File: config.mk
export PLATFORM = sky130hd
export DESIGN_NAME = temp_sample_ctl_flat
export DESIGN_NICKNAME = d
export VERILOG_FILES = /design/src/rtl/temp_pkg.sv /design/src/rtl/temp_sample_ctl_if.sv /design/src/rtl/temp_avg_buf.sv /design/src/rtl/temp_sample_ctl.sv /design/src/flat_wrapper.sv
export SDC_FILE = /design/constraint.sdc
export NUM_CORES = 1
export LEC_CHECK = 0
export ABC_CLOCK_PERIOD_IN_PS = 10500
export CORE_MARGIN = 2
export CORE_UTILIZATION = 62
export CTS_CLUSTER_DIAMETER = 60
export DETAILED_ROUTE_END_ITERATION = 10
export PLACE_DENSITY = 0.8
export SKIP_LAST_GASP = 1
export SYNTH_ARGS = -nofsm -noshare
export SYNTH_HDL_FRONTEND = slang
export SYNTH_SLANG_ARGS = --single-unit
export TNS_END_PERCENT = 50
File: constraint.sdc
create_clock -name clk -period 10.5 [get_ports clk]
set_input_delay 2.1 -clock clk [delete_from_list [all_inputs] [get_ports clk]]
set_output_delay 2.1 -clock clk [all_outputs]
set_load 0.02 [all_outputs]
File: src/rtl/temp_pkg.sv
// Shared types and constants for the temperature sample controller.
//   mode_t    : display selection (LIVE, MIN, MAX, AVG)
//   state_t   : sample acquisition FSM states
//   TEMP_W    : sensor word width (two's complement, 4 fractional bits)
//   SUM_W     : running-sum width of the averaging window
//   AVG_DEPTH : number of samples in the averaging window
package temp_pkg;

   localparam int TEMP_W    = 13;
   localparam int SUM_W     = 16;
   localparam int AVG_DEPTH = 8;
   localparam int PTR_W     = $clog2(AVG_DEPTH);
   localparam int CNT_W     = $clog2(AVG_DEPTH + 1);

   typedef enum logic [1:0] {
      MODE_LIVE = 2'd0,
      MODE_MIN  = 2'd1,
      MODE_MAX  = 2'd2,
      MODE_AVG  = 2'd3
   } mode_t;

   typedef enum logic [2:0] {
      S_IDLE,
      S_WAIT_RDY,
      S_CAPTURE,
      S_UPDATE,
      S_FAIL
   } state_t;

   function automatic mode_t next_mode(input mode_t m);
      mode_t r;
      unique case (m)
         MODE_LIVE: r = MODE_MIN;
         MODE_MIN:  r = MODE_MAX;
         MODE_MAX:  r = MODE_AVG;
         default:   r = MODE_LIVE;
      endcase
      return r;
   endfunction

endpackage

File: src/rtl/temp_sample_ctl_if.sv
// Signal bundle between the sensor/button side and temp_sample_ctl.
//   temp, tmp_rdy, tmp_err : sensor result, valid level, bus-error level
//   mode_btn, clr          : debounced mode button level, statistics clear
//   sel_temp, mode         : selected value for the display path, current mode
//   stale, filled          : last attempt failed, averaging window full
// master drives the inputs of the controller; slave is the controller.
interface temp_sample_ctl_if;
   import temp_pkg::*;

   logic [TEMP_W-1:0] temp;
   logic              tmp_rdy;
   logic              tmp_err;
   logic              mode_btn;
   logic              clr;
   logic [TEMP_W-1:0] sel_temp;
   logic [1:0]        mode;
   logic              stale;
   logic              filled;

   modport master (
      output temp, tmp_rdy, tmp_err, mode_btn, clr,
      input  sel_temp, mode, stale, filled
   );

   modport slave (
      input  temp, tmp_rdy, tmp_err, mode_btn, clr,
      output sel_temp, mode, stale, filled
   );
endinterface

File: src/rtl/temp_avg_buf.sv
// 8-entry ring buffer with running sum and fill tracking.
//   clk, rst  : clock, asynchronous active-high reset
//   clr_i     : empty the buffer (wins over wr_i)
//   wr_i      : write din_i as the newest sample
//   din_i     : sample to write
//   sum_o     : signed sum of the samples currently in the window
//   count_o   : samples held, saturating at AVG_DEPTH
//   filled_o  : window has been full since the last reset/clear
module temp_avg_buf
   import temp_pkg::*;
(
   input  logic                    clk,
   input  logic                    rst,
   input  logic                    clr_i,
   input  logic                    wr_i,
   input  logic [TEMP_W-1:0]       din_i,
   output logic signed [SUM_W-1:0] sum_o,
   output logic [CNT_W-1:0]        count_o,
   output logic                    filled_o
);

   logic [TEMP_W-1:0]       mem_q [AVG_DEPTH];
   logic [PTR_W-1:0]        wp_q;
   logic signed [SUM_W-1:0] sum_q, sum_d;
   logic [CNT_W-1:0]        count_q, count_d;
   logic                    filled_q, filled_d;
   logic [TEMP_W-1:0]       oldest;

   always_comb begin
      // Until the window is full the slot being overwritten holds no sample.
      oldest   = filled_q ? mem_q[wp_q] : '0;
      sum_d    = sum_q + {{(SUM_W-TEMP_W){din_i[TEMP_W-1]}}, din_i}
                       - {{(SUM_W-TEMP_W){oldest[TEMP_W-1]}}, oldest};
      count_d  = (count_q == CNT_W'(AVG_DEPTH)) ? count_q : count_q + 1'b1;
      filled_d = filled_q | (count_q == CNT_W'(AVG_DEPTH - 1));
   end

   always_ff @(posedge clk or posedge rst) begin
      if (rst) begin
         for (int unsigned i = 0; i < AVG_DEPTH; i++) mem_q[i] <= '0;
         wp_q     <= '0;
         sum_q    <= '0;
         count_q  <= '0;
         filled_q <= 1'b0;
      end else if (clr_i) begin
         for (int unsigned i = 0; i < AVG_DEPTH; i++) mem_q[i] <= '0;
         wp_q     <= '0;
         sum_q    <= '0;
         count_q  <= '0;
         filled_q <= 1'b0;
      end else if (wr_i) begin
         mem_q[wp_q] <= din_i;
         wp_q        <= wp_q + 1'b1;
         sum_q       <= sum_d;
         count_q     <= count_d;
         filled_q    <= filled_d;
      end
   end

   assign sum_o    = sum_q;
   assign count_o  = count_q;
   assign filled_o = filled_q;

endmodule

File: src/rtl/temp_sample_ctl.sv
// Periodic temperature sampler with min/max/average statistics and a
// button-selected, registered display value.
//   clk, rst : clock, asynchronous active-high reset
//   bus      : slave side of temp_sample_ctl_if
//              in : temp, tmp_rdy, tmp_err, mode_btn, clr
//              out: sel_temp, mode, stale, filled
// Parameters: SAMPLE_DIV cycles between sample requests, RDY_TIMEOUT cycles
// allowed for the sensor to answer a request.
module temp_sample_ctl
   import temp_pkg::*;
#(
   parameter int SAMPLE_DIV  = 100_000_000,
   parameter int RDY_TIMEOUT = 1_000_000
) (
   input logic              clk,
   input logic              rst,
   temp_sample_ctl_if.slave bus
);

   localparam int TMR_W  = (SAMPLE_DIV > 1) ? $clog2(SAMPLE_DIV) : 1;
   localparam int WAIT_W = $clog2(RDY_TIMEOUT) + 1;
   localparam logic [TMR_W-1:0]  TMR_LAST  = TMR_W'(SAMPLE_DIV - 1);
   localparam logic [WAIT_W-1:0] WAIT_LAST = WAIT_W'(RDY_TIMEOUT - 1);

   state_t             state_q, state_d;
   logic [TMR_W-1:0]   tmr_q, tmr_d;
   logic [WAIT_W-1:0]  wait_q, wait_d;
   logic               tick, cap_en, upd_en, fail_en, upd_ok;

   logic [TEMP_W-1:0]  sample_q, sample_d;
   logic [TEMP_W-1:0]  latest_q, latest_d;
   logic [TEMP_W-1:0]  min_q, min_d;
   logic [TEMP_W-1:0]  max_q, max_d;
   logic [TEMP_W-1:0]  sel_q, sel_d;
   logic               stale_q, stale_d;
   logic               btn_q, btn_d;
   mode_t              mode_q, mode_d;

   logic signed [SUM_W-1:0] avg_sum, avg_shift;
   logic [CNT_W-1:0]        avg_count;
   logic                    avg_filled;
   logic [TEMP_W-1:0]       avg_val;

   // Free-running sample timer; tick is the wrap cycle.
   assign tick  = (tmr_q == TMR_LAST);
   assign tmr_d = tick ? '0 : tmr_q + 1'b1;

   always_comb begin
      state_d = state_q;
      wait_d  = '0;
      cap_en  = 1'b0;
      upd_en  = 1'b0;
      fail_en = 1'b0;
      unique case (state_q)
         S_IDLE: begin
            if (tick) state_d = S_WAIT_RDY;
         end
         S_WAIT_RDY: begin
            if (bus.tmp_err)             state_d = S_FAIL;
            else if (bus.tmp_rdy)        state_d = S_CAPTURE;
            else if (wait_q == WAIT_LAST) state_d = S_FAIL;
            else                         wait_d  = wait_q + 1'b1;
         end
         S_CAPTURE: begin
            cap_en  = 1'b1;
            state_d = S_UPDATE;
         end
         S_UPDATE: begin
            upd_en  = 1'b1;
            state_d = S_IDLE;
         end
         S_FAIL: begin
            fail_en = 1'b1;
            state_d = S_IDLE;
         end
         default: state_d = S_IDLE;
      endcase
   end

   // A clear landing on the update cycle discards the sample entirely.
   assign upd_ok = upd_en & ~bus.clr;

   temp_avg_buf u_avg (
      .clk      (clk),
      .rst      (rst),
      .clr_i    (bus.clr),
      .wr_i     (upd_ok),
      .din_i    (sample_q),
      .sum_o    (avg_sum),
      .count_o  (avg_count),
      .filled_o (avg_filled)
   );

   always_comb begin
      sample_d = cap_en ? bus.temp : sample_q;
      latest_d = upd_ok ? sample_q : latest_q;

      min_d = min_q;
      max_d = max_q;
      if (bus.clr) begin
         min_d = '0;
         max_d = '0;
      end else if (upd_ok) begin
         if (avg_count == '0) begin
            min_d = sample_q;
            max_d = sample_q;
         end else begin
            if ($signed(sample_q) < $signed(min_q)) min_d = sample_q;
            if ($signed(sample_q) > $signed(max_q)) max_d = sample_q;
         end
      end

      stale_d = stale_q;
      if (fail_en)     stale_d = 1'b1;
      else if (upd_ok) stale_d = 1'b0;

      btn_d  = bus.mode_btn;
      mode_d = mode_q;
      if (bus.mode_btn && !btn_q) mode_d = next_mode(mode_q);

      avg_shift = avg_sum >>> PTR_W;
      avg_val   = avg_filled ? avg_shift[TEMP_W-1:0] : latest_q;

      unique case (mode_q)
         MODE_LIVE: sel_d = latest_q;
         MODE_MIN:  sel_d = min_q;
         MODE_MAX:  sel_d = max_q;
         default:   sel_d = avg_val;
      endcase
   end

   always_ff @(posedge clk or posedge rst) begin
      if (rst) begin
         state_q  <= S_IDLE;
         tmr_q    <= '0;
         wait_q   <= '0;
         sample_q <= '0;
         latest_q <= '0;
         min_q    <= '0;
         max_q    <= '0;
         sel_q    <= '0;
         stale_q  <= 1'b0;
         btn_q    <= 1'b0;
         mode_q   <= MODE_LIVE;
      end else begin
         state_q  <= state_d;
         tmr_q    <= tmr_d;
         wait_q   <= wait_d;
         sample_q <= sample_d;
         latest_q <= latest_d;
         min_q    <= min_d;
         max_q    <= max_d;
         sel_q    <= sel_d;
         stale_q  <= stale_d;
         btn_q    <= btn_d;
         mode_q   <= mode_d;
      end
   end

   assign bus.sel_temp = sel_q;
   assign bus.mode     = mode_q;
   assign bus.stale    = stale_q;
   assign bus.filled   = avg_filled;

endmodule

File: src/flat_wrapper.sv
// flat-port wrapper written by rule: the top's interface ports become plain ports
module temp_sample_ctl_flat import temp_pkg::*;
#(
   parameter int SAMPLE_DIV  = 100_000_000,
   parameter int RDY_TIMEOUT = 1_000_000
)
  (clk, rst, bus_temp, bus_tmp_rdy, bus_tmp_err, bus_mode_btn, bus_clr, bus_sel_temp, bus_mode, bus_stale, bus_filled);
  temp_sample_ctl_if bus_i ();
  input logic clk;
  input logic rst;
  input wire logic [$bits(bus_i.temp)-1:0] bus_temp;
  input wire logic [$bits(bus_i.tmp_rdy)-1:0] bus_tmp_rdy;
  input wire logic [$bits(bus_i.tmp_err)-1:0] bus_tmp_err;
  input wire logic [$bits(bus_i.mode_btn)-1:0] bus_mode_btn;
  input wire logic [$bits(bus_i.clr)-1:0] bus_clr;
  output wire logic [$bits(bus_i.sel_temp)-1:0] bus_sel_temp;
  output wire logic [$bits(bus_i.mode)-1:0] bus_mode;
  output wire logic [$bits(bus_i.stale)-1:0] bus_stale;
  output wire logic [$bits(bus_i.filled)-1:0] bus_filled;
  assign bus_i.temp = bus_temp;
  assign bus_i.tmp_rdy = bus_tmp_rdy;
  assign bus_i.tmp_err = bus_tmp_err;
  assign bus_i.mode_btn = bus_mode_btn;
  assign bus_i.clr = bus_clr;
  assign bus_sel_temp = bus_i.sel_temp;
  assign bus_mode = bus_i.mode;
  assign bus_stale = bus_i.stale;
  assign bus_filled = bus_i.filled;
  temp_sample_ctl #(.SAMPLE_DIV(SAMPLE_DIV), .RDY_TIMEOUT(RDY_TIMEOUT)) u_core (.clk(clk), .rst(rst), .bus(bus_i));
endmodule
==> impl_metrics.yaml <==
setup_path:
  worstPathMaxFanout: 32
  critPathArrivalTime_ns: 4.94
  timing.rr.start: "u_core.u_avg.wp_q[1]"
  start_kind: "flip-flop"
  path_cells: "buf_4 > mux4_2 > mux2_2 > nand2_1 > inv_1 > fa_1 > inv_1 > ha_1 > a21oi_1 > o21ai_0 > a31oi_1 > or3_1 > mux2i_1 > mux2_2"
  end_kind: "flip-flop"
  r2r_cells: 14
  required_ns: 10.92
  slowest_stage: "dfrtp_2"
  rrSetupSlack_ns: 5.98
  worst-path-buf-inv: 3
  r2r-end: "u_core.u_avg.sum_o[15]"
  slowest_delay_ns: 0.58
  path_delay_family: "multiplexers"
  worstSetupPathType: "reg -> reg"
global_routing:
  grt.total_usage: 0.312
  grt_first_pass_wirelength_microns: 55600
  antenna_found_initial: 0
  grt_max_degree: 131
  grt_pass1_vias: 10700
  overflow: 0
logic_synthesis:
  seq_area_frac_synth: 0.462
  yosysUniqueCellTypes: 61
  syn_nets: 1533
  synth.most_common_cell: "nand2_1"
  synthTopCellsByCount: "nand2_1, dfrtp_1, a21oi_1"
  synth_area_leaders: "dfrtp_1, nand2_1, a21oi_1"
  ys.flop_type: "dfrtp_1"
  syn_area_sq_mm: 0.0134
  ys_seq_elements: 248
  syn_area_per_cell_sq_um: 9.27
  synth-edff-count: 0
  synth_cells: 1449
  yosys.area.top_type: "dfrtp_1"
  ys_async_sr_fraction: 1.00
  synth_top_area_share: 0.462
  yosys_warnings: 0
timing:
  setup_ws_ns: 5.98
  finalCritPeriodShare: 0.431
  layout_min_cycle_time_ns: 4.52
  hold_slack_ns: 0.469
  skew_ns: 0.0152
  rsz0062_at_grt: "false"
  worst_slew_pin_slew_ns: 1.40
  setup-violations-final: 0
  fmax_mhz: 221
  hold_viol: 0
  slew_viol_final: 0
  tns_ns: 0
  max-slew-margin-rel: 0.0634
routing:
  drt_first_pass_iters: 7
  via_count: 10900
  totalWireLength_microns: 34400
  vias_per_cell: 6.28
  drtAntennaViolNets: 0
  drcViolationCount: 0
  drt_iter0_drc: 1124
  wl_per_cell_microns: 19.8
clock_network:
  cts_root_buffer: "clkbuf_16"
  cts_setup_buffers: 0
  hold_buffers: 0
  clk_latency_ns: 0.55
  cts_buffer_depth: 3
  clk_pin_slew_ns: 0.06
  cts_tree: "built"
  cts_resized: 0
  cts_buffers: 28
  htree_num_levels: 1
  cts.sinks: 248
placed_design:
  dp_cells: 1691
  place_congestion: 0.890
  portBuffers: 35
  place_ws_ns: 6.08
  place_hpwl_microns: 22000
worst_hold_path:
  hold_depth: 1
  hp-start: "u_core.tmr_q[0]"
  worstHoldPathType: "reg -> reg"
  whs_endpoint: "u_core.tmr_q[0]"
pwr:
  p_leak_nw: 6.33
  power_density_mw_per_mm2: 145
  vdd_drop_max_v: 0.000160
final_layout:
  area_delta_synth_final_pct: 11.4
  nets: 1530
  stdcell_count: 1741
  seqCellArea_sq_mm: 0.00621
  multiInputGateArea_sq_mm: 0.00651
  antennaDiodeCount: 0
  nFillCells: 1574
  final_util: 0.707
  drive_gt1_frac: 0.0723
die:
  fp.coreArea_sq_mm: 0.0212
  ios: 36
  rows: 53
  die_area_sq_mm: 0.0228
  initial_core_util: 0.635
  die_height_microns: 151
  die_x_microns: 151
run:
  drv_cap: 0
status:
  outcome: "finished, final reports clean"
flip-flops by register name (all words and copies together) (netlist names), 4 cells and up:
register and flops:
u_core.sample_q 13, u_core.max_q 13, u_core.u_avg.mem_q 104, u_core.u_avg.sum_o 16
u_core.wait_q 21, u_core.u_avg.count_o 4, u_core.bus.sel_temp 13, u_core.latest_q 13
u_core.tmr_q 27, u_core.min_q 13
where the power goes:
group          switching [mW]  internal (mW)
clock network           0.408          0.645
logic                   0.102         0.0441
registers             0.00685          0.967
total                   0.517           1.66
cells in the final DEF (no fill, tap or decap), types with 4 or more instances in the layout:
master,instances
a21oi_1,128
nor2_1,100
a32o_1,14
xor2_1,24
nand2_1,295
o2111ai_1,13
mux2_2,5
buf_4,21
nand3_1,49
nand2b_1,8
nor4_1,8
o31ai_1,5
fa_1,15
mux2i_1,32
a211oi_1,5
o21ai_0,31
and3_1,9
mux4_2,20
clkdlybuf4s50_1,34
nor3_1,13
bufinv_16,5
a21o_1,9
a221o_1,12
a22oi_1,16
and2_1,16
or3_1,5
o211ai_1,20
clkinv_4,4
ha_1,50
inv_1,101
dfrtp_1,247
nor2b_1,18
nand4_1,15
xnor2_1,29
clkbuf_16,29
how the worst max path moves through the flow:
stage               cells after the start  slack [ns]                      to            startpoint
floorplan                               1        1.59            u_core.btn_q                   rst
global placement                       14        6.14  u_core.u_avg.sum_o[15]  u_core.u_avg.wp_q[1]
detailed placement                     14        6.08  u_core.u_avg.sum_o[15]  u_core.u_avg.wp_q[1]
CTS                                    14        6.03  u_core.u_avg.sum_o[15]  u_core.u_avg.wp_q[1]
global route                           14        5.77  u_core.u_avg.sum_o[15]  u_core.u_avg.wp_q[1]
finish                                 14        5.98  u_core.u_avg.sum_o[15]  u_core.u_avg.wp_q[1]
cell families after synthesis:
family                   share of synthesized area
XOR/XNOR                                    0.0346
AND/OR/NAND/NOR                              0.182
flip-flops                                   0.462
AO/OA/AOI/OAI                                0.137
adder cells (fa/ha/maj)                     0.0690
multiplexers                                0.0616
buffers and inverters                       0.0543
worst reg2reg max path, stage by stage (launching register included):
cell	delay [ns]
dfrtp_2	0.58
buf_4	0.46
mux4_2	0.57
mux2_2	0.28
nand2_1	0.10
inv_1	0.12
fa_1	0.49
inv_1	0.04
ha_1	0.38
a21oi_1	0.14
o21ai_0	0.30
a31oi_1	0.09
or3_1	0.36
mux2i_1	0.15
mux2_2	0.35
through the flow:
step | area [sq um] | total power, mW
2_1_floorplan | 13400 | 1.07
3_3_place_gp | 13900 | 1.13
3_5_place_dp | 13900 | 1.13
4_1_cts | 15000 | 2.18
5_1_grt | 15000 | 2.23
6_report | 15000 | 2.17
area by class of cell:
class | count | share of cell area
inverters | 102 | 0.0261
flip-flops and latches | 248 | 0.415
clock inverters | 16 | 0.0160
repair buffers | 55 | 0.0333
multi-input cells | 1011 | 0.435
clock buffers | 34 | 0.0511
well taps | 275 | 0.0230
per-layer routing:
layer,track usage,up-vias,part of all wire
met2,0.500,522,0.47
met4,0.119,0,0.037
li1,-,4943,-
met3,0.0434,106,0.085
met5,0,-,0
met1,0.438,5356,0.41
No activity file was read; power rests on OpenSTA's default activity.
